File: config.mk
export PLATFORM = sky130hd
export DESIGN_NAME = pc_sequencer
export DESIGN_NICKNAME = d
export VERILOG_FILES = /design/src/rtl/pc_seq_pkg.sv /design/src/rtl/pc_incrementer.sv /design/src/rtl/pc_sequencer.sv
export SDC_FILE = /design/constraint.sdc
export NUM_CORES = 1
export LEC_CHECK = 0
export ABC_AREA = 1
export CORE_UTILIZATION = 51
export DETAILED_ROUTE_END_ITERATION = 10
export HOLD_SLACK_MARGIN = 0.15
export PLACE_DENSITY_LB_ADDON = 0.1
export SLEW_MARGIN = 15
export SYNTH_ARGS = -nofsm -noshare
export SYNTH_HDL_FRONTEND = slang
export SYNTH_SLANG_ARGS = --single-unit
File: constraint.sdc
create_clock -name clk -period 3 [get_ports clk]
set_input_delay 0.45 -clock clk [delete_from_list [all_inputs] [get_ports clk]]
set_output_delay 0.45 -clock clk [all_outputs]
set_load 0.02 [all_outputs]
File: src/rtl/pc_seq_pkg.sv
// Shared types and constants for the fetch-stage program-counter sequencer.
// Alignment width follows the PC_COMPRESSED_EN build option.
package pc_seq_pkg;

  typedef enum logic [1:0] {
    BOOT   = 2'd0,
    RUN    = 2'd1,
    HALTED = 2'd2
  } pc_state_t;

`ifdef PC_COMPRESSED_EN
  localparam int unsigned ALIGN_MASK_W = 1;
`else
  localparam int unsigned ALIGN_MASK_W = 2;
`endif

  localparam logic [31:0] DEFAULT_RESET_VECTOR = 32'h0000_0000;

endpackage

File: src/rtl/pc_incrementer.sv
// Combinational next-sequential PC: pc + STEP, or pc + 2 for a compressed instruction.
module pc_incrementer #(
  parameter int unsigned XLEN = 32,
  parameter int unsigned STEP = 4
) (
  input  logic [XLEN-1:0] i_pc,
  input  logic            i_compressed,
  output logic [XLEN-1:0] o_pc_next
);

  // Wraps modulo 2^XLEN by construction.
  assign o_pc_next = i_pc + (i_compressed ? XLEN'(2) : XLEN'(STEP));

endmodule

File: src/rtl/pc_sequencer.sv
// Registered, handshaked PC sequencer with trap/redirect priority and misalign detection.
// Optional macro PC_COMPRESSED_EN adds instrCompressed and 2-byte alignment.
module pc_sequencer
  import pc_seq_pkg::*;
#(
  parameter int unsigned          XLEN         = 32,
  parameter logic [XLEN-1:0]      RESET_VECTOR = XLEN'(DEFAULT_RESET_VECTOR),
  parameter int unsigned          STEP         = 4,
  parameter int unsigned          CNT_W        = 32
) (
  input  logic             clk,
  input  logic             resetN,
  input  logic             stall,
  input  logic             halt,
  input  logic             redirectValid,
  input  logic [XLEN-1:0]  redirectTarget,
  input  logic             trapValid,
  input  logic [XLEN-1:0]  trapVector,
  input  logic             pcReady,
`ifdef PC_COMPRESSED_EN
  input  logic             instrCompressed,
`endif
  output logic             pcValid,
  output logic [XLEN-1:0]  pc,
  output logic [XLEN-1:0]  pcPlusStep,
  output logic             misalignErr,
  output logic [XLEN-1:0]  misalignAddr,
  output logic [CNT_W-1:0] fetchCount
);

  localparam logic [XLEN-1:0] ALIGN_MASK = XLEN'((1 << ALIGN_MASK_W) - 1);

  pc_state_t        r_state, w_state_nxt;
  logic [XLEN-1:0]  r_pc, w_pc_nxt;
  logic [CNT_W-1:0] r_cnt, w_cnt_nxt;
  logic             r_err, w_err_nxt;
  logic [XLEN-1:0]  r_err_addr, w_err_addr_nxt;

  logic             w_compressed;
  logic             w_pc_valid;
  logic             w_fire;
  logic             w_misaligned;
  logic [XLEN-1:0]  w_pc_inc;
  logic [XLEN-1:0]  w_trap_pc;

`ifdef PC_COMPRESSED_EN
  assign w_compressed = instrCompressed;
`else
  assign w_compressed = 1'b0;
`endif

  pc_incrementer #(
    .XLEN (XLEN),
    .STEP (STEP)
  ) u_inc (
    .i_pc         (r_pc),
    .i_compressed (w_compressed),
    .o_pc_next    (w_pc_inc)
  );

  assign w_pc_valid   = (r_state == RUN) && !stall;
  assign w_fire       = w_pc_valid && pcReady;
  assign w_misaligned = |(redirectTarget & ALIGN_MASK);
  assign w_trap_pc    = trapVector & ~ALIGN_MASK;

  // State register; reset drops any in-flight request immediately.
  always_ff @(posedge clk or negedge resetN) begin
    if (!resetN) begin
      r_state    <= BOOT;
      r_pc       <= RESET_VECTOR;
      r_cnt      <= '0;
      r_err      <= 1'b0;
      r_err_addr <= '0;
    end else begin
      r_state    <= w_state_nxt;
      r_pc       <= w_pc_nxt;
      r_cnt      <= w_cnt_nxt;
      r_err      <= w_err_nxt;
      r_err_addr <= w_err_addr_nxt;
    end
  end

  // Next state: trap > aligned redirect > misaligned redirect > halt > fire.
  always_comb begin
    w_state_nxt    = r_state;
    w_pc_nxt       = r_pc;
    w_cnt_nxt      = r_cnt;
    w_err_nxt      = 1'b0;
    w_err_addr_nxt = r_err_addr;
    case (r_state)
      BOOT: w_state_nxt = RUN;
      RUN: begin
        if (trapValid) begin
          w_pc_nxt = w_trap_pc;
        end else if (redirectValid && !w_misaligned) begin
          w_pc_nxt = redirectTarget;
        end else if (redirectValid) begin
          w_err_nxt      = 1'b1;
          w_err_addr_nxt = redirectTarget;
          w_state_nxt    = HALTED;
        end else if (halt) begin
          w_state_nxt = HALTED;
        end else if (w_fire) begin
          w_pc_nxt  = w_pc_inc;
          w_cnt_nxt = r_cnt + CNT_W'(1);
        end
      end
      HALTED: begin
        if (trapValid) begin
          w_pc_nxt    = w_trap_pc;
          w_state_nxt = RUN;
        end else if (redirectValid && !w_misaligned) begin
          w_pc_nxt    = redirectTarget;
          w_state_nxt = RUN;
        end else if (redirectValid) begin
          w_err_nxt      = 1'b1;
          w_err_addr_nxt = redirectTarget;
        end
      end
      default: w_state_nxt = BOOT;
    endcase
  end

  assign pcValid      = w_pc_valid;
  assign pc           = r_pc;
  assign pcPlusStep   = w_pc_inc;
  assign misalignErr  = r_err;
  assign misalignAddr = r_err_addr;
  assign fetchCount   = r_cnt;

endmodule

==> results of run 1 <==
==> repair_timing <==
action / in CTS / in global routing
hold endpoints to repair: 0 / 0
endpoints found under the setup margin: 0 / 4
resized for setup: 0 / 3
==> registers in the layout (all words and copies together), names as in the netlist <==
| signal | flops |
|---|---|
| fetchCount | 32 |
| misalignAddr | 32 |
| pc | 32 |
| r_state | 2 |
| misalignErr | 1 |
==> worst max path at each step <==
stage,slack (ns),to
floorplan,1.06,pcPlusStep[8]
global placement,0.51,pc[8]
detailed placement,0.46,pc[9]
CTS,0.1,pcPlusStep[16]
global route,0.004,pcPlusStep[16]
finish,0.13,pcPlusStep[16]
==> cell type report <==
| class | count | area, sq um |
|---|---|---|
| Clock inverter | 7 | 77.6 |
| Sequential cell | 99 | 2480 |
| Inverter | 89 | 335 |
| Multi-Input combinational cell | 630 | 3380 |
| Clock buffer | 9 | 225 |
| Timing Repair Buffer | 206 | 2070 |
| Fill cell | 1001 | 3290 |
| Tap cell | 168 | 210 |
==> report_power, final <==
part / switching (mW) / internal [mW]
clock: 0.559 / 0.653
sequential: 0.468 / 1.85
combinational: 2.75 / 2.12
total: 3.78 / 4.61
==> Yosys cell counts, drive strengths merged <==
library cell / instances
o211ai: 1
or2: 2
nor2: 112
xnor2: 9
clkinv: 2
a22o: 17
nor3b: 1
a21boi: 16
xor2: 24
nand3: 52
nand4: 4
a21oi: 16
o22ai: 1
o21bai: 4
dfrtp: 99
inv: 87
nand3b: 3
mux2: 29
buf: 19
nand2: 268
and2: 3
clkbuf: 5
ha: 6
and3: 1
o21ai: 46
nor3: 15
==> through the flow <==
stage	util (%)	cell area, sq um	hold WS (ns)	power [mW]
2_1_floorplan	-	6340	0.154	5.14
3_3_place_gp	70.1	8460	0.461	7.10
3_5_place_dp	70.1	8460	0.474	7.19
4_1_cts	72.6	8760	0.173	8.41
5_1_grt	72.7	8770	0.192	8.95
6_report	72.7	8770	0.150	8.40
==> cell usage in the layout (no fill, tap or decap), types with 2 or more instances in the layout <==
cell type / count
nand4_1: 4
nand2_1: 258
nor2_1: 89
nor2_2: 11
dfrtp_1: 99
nor3_1: 12
dlymetal6s2s_1: 2
mux2_2: 2
clkbuf_16: 9
ha_1: 6
a21boi_1: 14
clkinv_2: 2
a22o_1: 17
nand3_2: 2
xor2_1: 24
inv_2: 4
o21ai_1: 7
mux2_1: 27
clkdlybuf4s50_1: 195
clkinvlp_4: 3
nand3_1: 49
nor3_2: 2
nor2_4: 12
xnor2_1: 9
buf_4: 7
nand2_2: 9
o21ai_0: 39
a21oi_1: 16
inv_1: 83
a21boi_0: 2
buf_12: 2
o21bai_1: 4
and2_1: 3
or2_2: 2
==> cell families (layout without fill, tap and decap cells) <==
kind of cell	Yosys count	after routing	share of synthesized area (%)
mux	29	29	5.15
compound gates	101	101	9.83
buf+inv	113	311	7.72
fa+ha+maj	6	6	1.18
xor+xnor	33	33	4.56
simple gates	461	461	32.5
flops	99	99	39.1
==> layer usage <==
| metal | GRT usage (%) | share of wire, % | up-vias |
|---|---|---|---|
| met4 | 11.7 | 2.3 | 0 |
| met1 | 37.6 | 44 | 2857 |
| met3 | 4.57 | 5.2 | 25 |
| met2 | 49.3 | 48 | 187 |
| li1 | - | - | 3072 |
| met5 | 0 | 0 | - |
==> impl_metrics.yaml, run 1 <==
floorplan:
  die_area_sq_um: 12900
  die_h_microns: 113
  start_util_pct: 52.5
  die_w_microns: 113
  io_pins: 201
  coreArea_sq_um: 12100
  placementRows: 40
critical_path:
  crit_path_end_kind: "primary output"
  cp_top_family: "simple AND/OR/NAND/NOR gates"
  crit_top_cell: "nand2_1"
  cp-startpoint: "pc[3]"
  reg2reg_to: "misalignAddr[20]"
  reg2reg_depth: 8
  cp_max_fo: 5
  cpMaxStageDelayCell: "clkdlybuf4s50_1"
  cp_cell_sequence: "ha_1 > nand2_2 > nor2_4 > nand2_1 > nor2_4 > nand2_1 > nand2_1 > clkdlybuf4s50_1"
  critPathBufInv: 1
  worst_setup_path_start_kind: "flop"
  crit_path_max_incr_delay_ns: 0.63
  path_class: "flop to primary output"
  cp_data_arrival_time_ns: 2.42
  rr_startpoint: "r_state[0]"
  required_ns: 2.55
  cp.depth: 8
  r2r_slack_ns: 0.87
clock_tree:
  clock_latency_ns: 0.36
  cts_tree: "yes"
  htreeDepth: 3
  clk_pin_slew_worst_paths_ns: 0.07
  cts_hold_buf: 0
  cts_root_buf: "clkbuf_16"
  cts_max_path_buffers: 2
  cts_setup_buffers: 0
  cts.sinks: 99
  numCtsBuffers: 9
synth:
  yosys_warnings: 0
  yosys.area.top_type: "dfrtp_1"
  synth_nets: 919
  synth_area_sq_um: 6340
  ys_ff_latch: 99
  synth_top_area_share_pct: 39.1
  ys_top_cells_by_area: "dfrtp_1 39%, nand2_1 15%, nor2_1 5.3%"
  avgSynthCellArea_sq_um: 7.53
  yosysSeqAreaShare_pct: 39.1
  synthCells: 842
  yosysUniqueCellTypes: 44
min_path:
  hold_path.class: "primary input to asynchronous set/reset pin"
status:
  outcome: "completed"
grt:
  grtUsageTotal_pct: 29.2
  antenna_found_initial: 0
  grt-ovfl-total: 0
  grt_pass1_vias: 6048
  grt_max_degree: 100
  grt_pass1_wl_microns: 29300
flow_run:
  cap_violations: 0
detailed_routing:
  drt_iter0_drc: 323
  wl_per_cell_microns: 14.9
  viasPerCell: 5.08
  ant_nets: 0
  vias: 6141
  drc: 0
  detail_route.wirelength_microns: 18000
  first_pass_iters: 5
timing:
  timing.final.ws_setup_ns: 0.133
  period_share_pct: 95.6
  hold_viol: 0
  rsz0062_at_grt: "no"
  finClkSkew_ns: 0.00764
  worst_slew_pin_slew_ns: 0.571
  final_max_slew_viol_count: 0
  relSlewSlack_pct: 61.9
  period_minus_slack_ns: 2.87
  final-setup-viol-count: 0
  fmax_ghz: 0.349
  final.setup.tns_ns: 0
cells_and_area:
  diodes: 0
  area_delta_synth_final_pct: 38.4
  drive_gt1_share_pct: 7.21
  final_cells: 1208
  nets: 1112
placement:
  numPortBuffers: 198
  detailed_place_hpwl_microns: 13300
  pre_cts_ws_ns: 0.463
  place.detailed.instances: 1192
  gp_congestion: 0.900
power_and_ir_drop:
  p_leak_nw: 4.05
  ir_drop_mv: 0.553
  power.density_nw_per_um2: 957
Power figures use the tool's default switching activity.
==> run 2, diff against run 1 <==
--- a/config.mk
+++ b/config.mk
@@ -6,11 +6,10 @@
 export NUM_CORES = 1
 export LEC_CHECK = 0
 export ABC_AREA = 1
-export CORE_UTILIZATION = 51
+export CORE_UTILIZATION = 50
 export DETAILED_ROUTE_END_ITERATION = 10
-export HOLD_SLACK_MARGIN = 0.15
 export PLACE_DENSITY_LB_ADDON = 0.1
-export SLEW_MARGIN = 15
+export SLEW_MARGIN = 10
 export SYNTH_ARGS = -nofsm -noshare
 export SYNTH_HDL_FRONTEND = slang
 export SYNTH_SLANG_ARGS = --single-unit
==> impl_metrics.yaml, run 2 (same netlist as run 1, synthesis figures left out) <==
status:
  outcome: "completed"
critical_path:
  reg2reg_depth: 8
  cp-startpoint: "pc[3]"
  cpMaxStageDelayCell: "clkdlybuf4s50_1"
  crit_top_cell: "nor2_4"
  worst_setup_path_start_kind: "flop"
  required_ns: 2.55
  cp_data_arrival_time_ns: 2.41
  setup.worst_path.end: "pcPlusStep[28]"
  cp_cell_sequence: "ha_1 > nand2_2 > nor2_4 > nand2_4 > nor2_4 > nand3_1 > nand2_1 > clkdlybuf4s50_1"
  r2r_slack_ns: 0.54
  crit_path_max_incr_delay_ns: 0.60
  path_class: "flop to primary output"
  cp_max_fo: 7
  reg2reg_to: "pc[13]"
  rr_startpoint: "r_state[0]"
  crit_path_end_kind: "primary output"
placement:
  pre_cts_ws_ns: 0.350
  detailed_place_hpwl_microns: 13700
  numPortBuffers: 198
  gp_congestion: 0.890
  place.detailed.instances: 1191
  postPlaceCellArea_sq_um: 8440
cells_and_area:
  final_cell_mix: "258 x nand2_1, 195 x clkdlybuf4s50_1, 98 x dfrtp_1"
  drive_gt1_share_pct: 7.03
  nets: 1111
  fill_cells: 1049
  area_delta_synth_final_pct: 37.9
  register_area_sq_um: 2480
  final_cells: 1207
  diodes: 0
  multiInputGateArea_sq_um: 3370
  design_area_sq_um: 8740
  final_common_cell: "nand2_1"
grt:
  grt-ovfl-total: 0
  antenna_found_initial: 0
  grt_max_degree: 56
  grtUsageTotal_pct: 28.8
  grt_pass1_wl_microns: 29200
  grt_pass1_vias: 5906
detailed_routing:
  top_layer_used: "met4"
  vias: 6241
  drc: 0
  drt_iter0_drc: 379
  first_pass_iters: 5
  wl_per_cell_microns: 15.1
  route.met3.wl_microns: 1210
  viasPerCell: 5.17
  wl_met2_microns: 8700
  wl_met1_microns: 7740
  ant_nets: 0
  detail_route.wirelength_microns: 18200
timing:
  hold_viol: 0
  fmax_ghz: 0.349
  period_share_pct: 95.4
  final-setup-viol-count: 0
  final_max_slew_viol_count: 0
  final.setup.tns_ns: 0
  timing.final.ws_setup_ns: 0.138
  rsz0062_at_grt: "no"
  period_minus_slack_ns: 2.86
  relSlewSlack_pct: 57.5
  finClkSkew_ns: 0.00597
  worst_slew_pin_slew_ns: 0.637
floorplan:
  start_util_pct: 52.1
  io_pins: 201
  die_area_sq_um: 13100
  die_h_microns: 115
  placementRows: 40
  coreArea_sq_um: 12200
  die_w_microns: 115
clock_tree:
  clk_pin_slew_worst_paths_ns: 0.07
  cts_root_buf: "clkbuf_16"
  clock_latency_ns: 0.35
  cts_tree: "yes"
  htreeDepth: 3
  numCtsBuffers: 9
  cts.sinks: 99
  cts_max_path_buffers: 2
power_and_ir_drop:
  clock_power_share_pct: 14.3
  power.density_nw_per_um2: 956
  switchingPower_mw: 3.74
  ir_drop_mv: 0.689
  switching_share_pct: 44.8
  p_int_mw: 4.62
  fin_total_pwr_mw: 8.36
  p_leak_nw: 4.04
  p_seq_share_pct: 27.7
  combPwrFrac_pct: 58.0
min_path:
  hold_path.class: "primary input to asynchronous set/reset pin"
flow_run:
  cap_violations: 0
-- run 2: cell count changes in the layout (fill, tap and decap cells not counted), sizes merged --
| cell | change |
|---|---|
| clkbuf | +3 |
| inv | -1 |
| clkinvlp | -1 |
| clkinv | -1 |
| buf | -1 |
-- run 2: metal layers --
layer	track usage (%)	up-vias
met4	12.5	0
met3	3.81	37
met1	36.4	2902
met2	49.3	235
met5	0	-
li1	-	3067
-- run 2: repair_timing --
action / CTS / global route
buffers inserted: 0 / 0
resized for setup: 0 / 3
endpoints found under the setup margin: 0 / 2
hold buffers: 0 / 0
-- run 2: how the worst min path moves through the flow --
stage | to | startpoint | depth (start not counted)
global route | misalignAddr[27] | resetN | 1
floorplan | fetchCount[0] | resetN | 0
global placement | fetchCount[31] | fetchCount[31] | 1
finish | misalignAddr[27] | resetN | 1
CTS | misalignAddr[27] | resetN | 1
detailed placement | misalignAddr[24] | misalignAddr[24] | 1
-- run 2: power groups by stage --
stage | Sequential [mW] | Clock (mW) | Combinational, mW
6_report | 2.32 | 1.20 | 4.85
2_1_floorplan | 2.83 | 0 | 2.31
4_1_cts | 2.31 | 1.21 | 4.87
3_5_place_dp | 2.33 | 0 | 4.83
5_1_grt | 2.38 | 1.26 | 5.27
3_3_place_gp | 2.31 | 0 | 4.75
-- run 2: through the flow --
step	hold slack, ns	utilization [%]
2_1_floorplan	0.154	-
3_3_place_gp	0.461	69.4
3_5_place_dp	0.474	69.4
4_1_cts	0.130	71.8
5_1_grt	0.149	71.9
6_report	0.0862	71.9
-- run 2: cell type report --
type | instances | share of cell area (%)
Multi-Input combinational cell | 630 | 38.6
Clock buffer | 12 | 2.82
Clock inverter | 4 | 0.573
Tap cell | 168 | 2.40
Timing Repair Buffer | 205 | 23.4
Inverter | 89 | 3.84
Sequential cell | 99 | 28.4
-- run 2: worst max-delay path, delay by kind of cell, from the launching register on --
kind          cells  cell delay, ns
simple gates      6            0.76
buf+inv           1            0.60
fa+ha+maj         1            0.25
flops             1            0.44
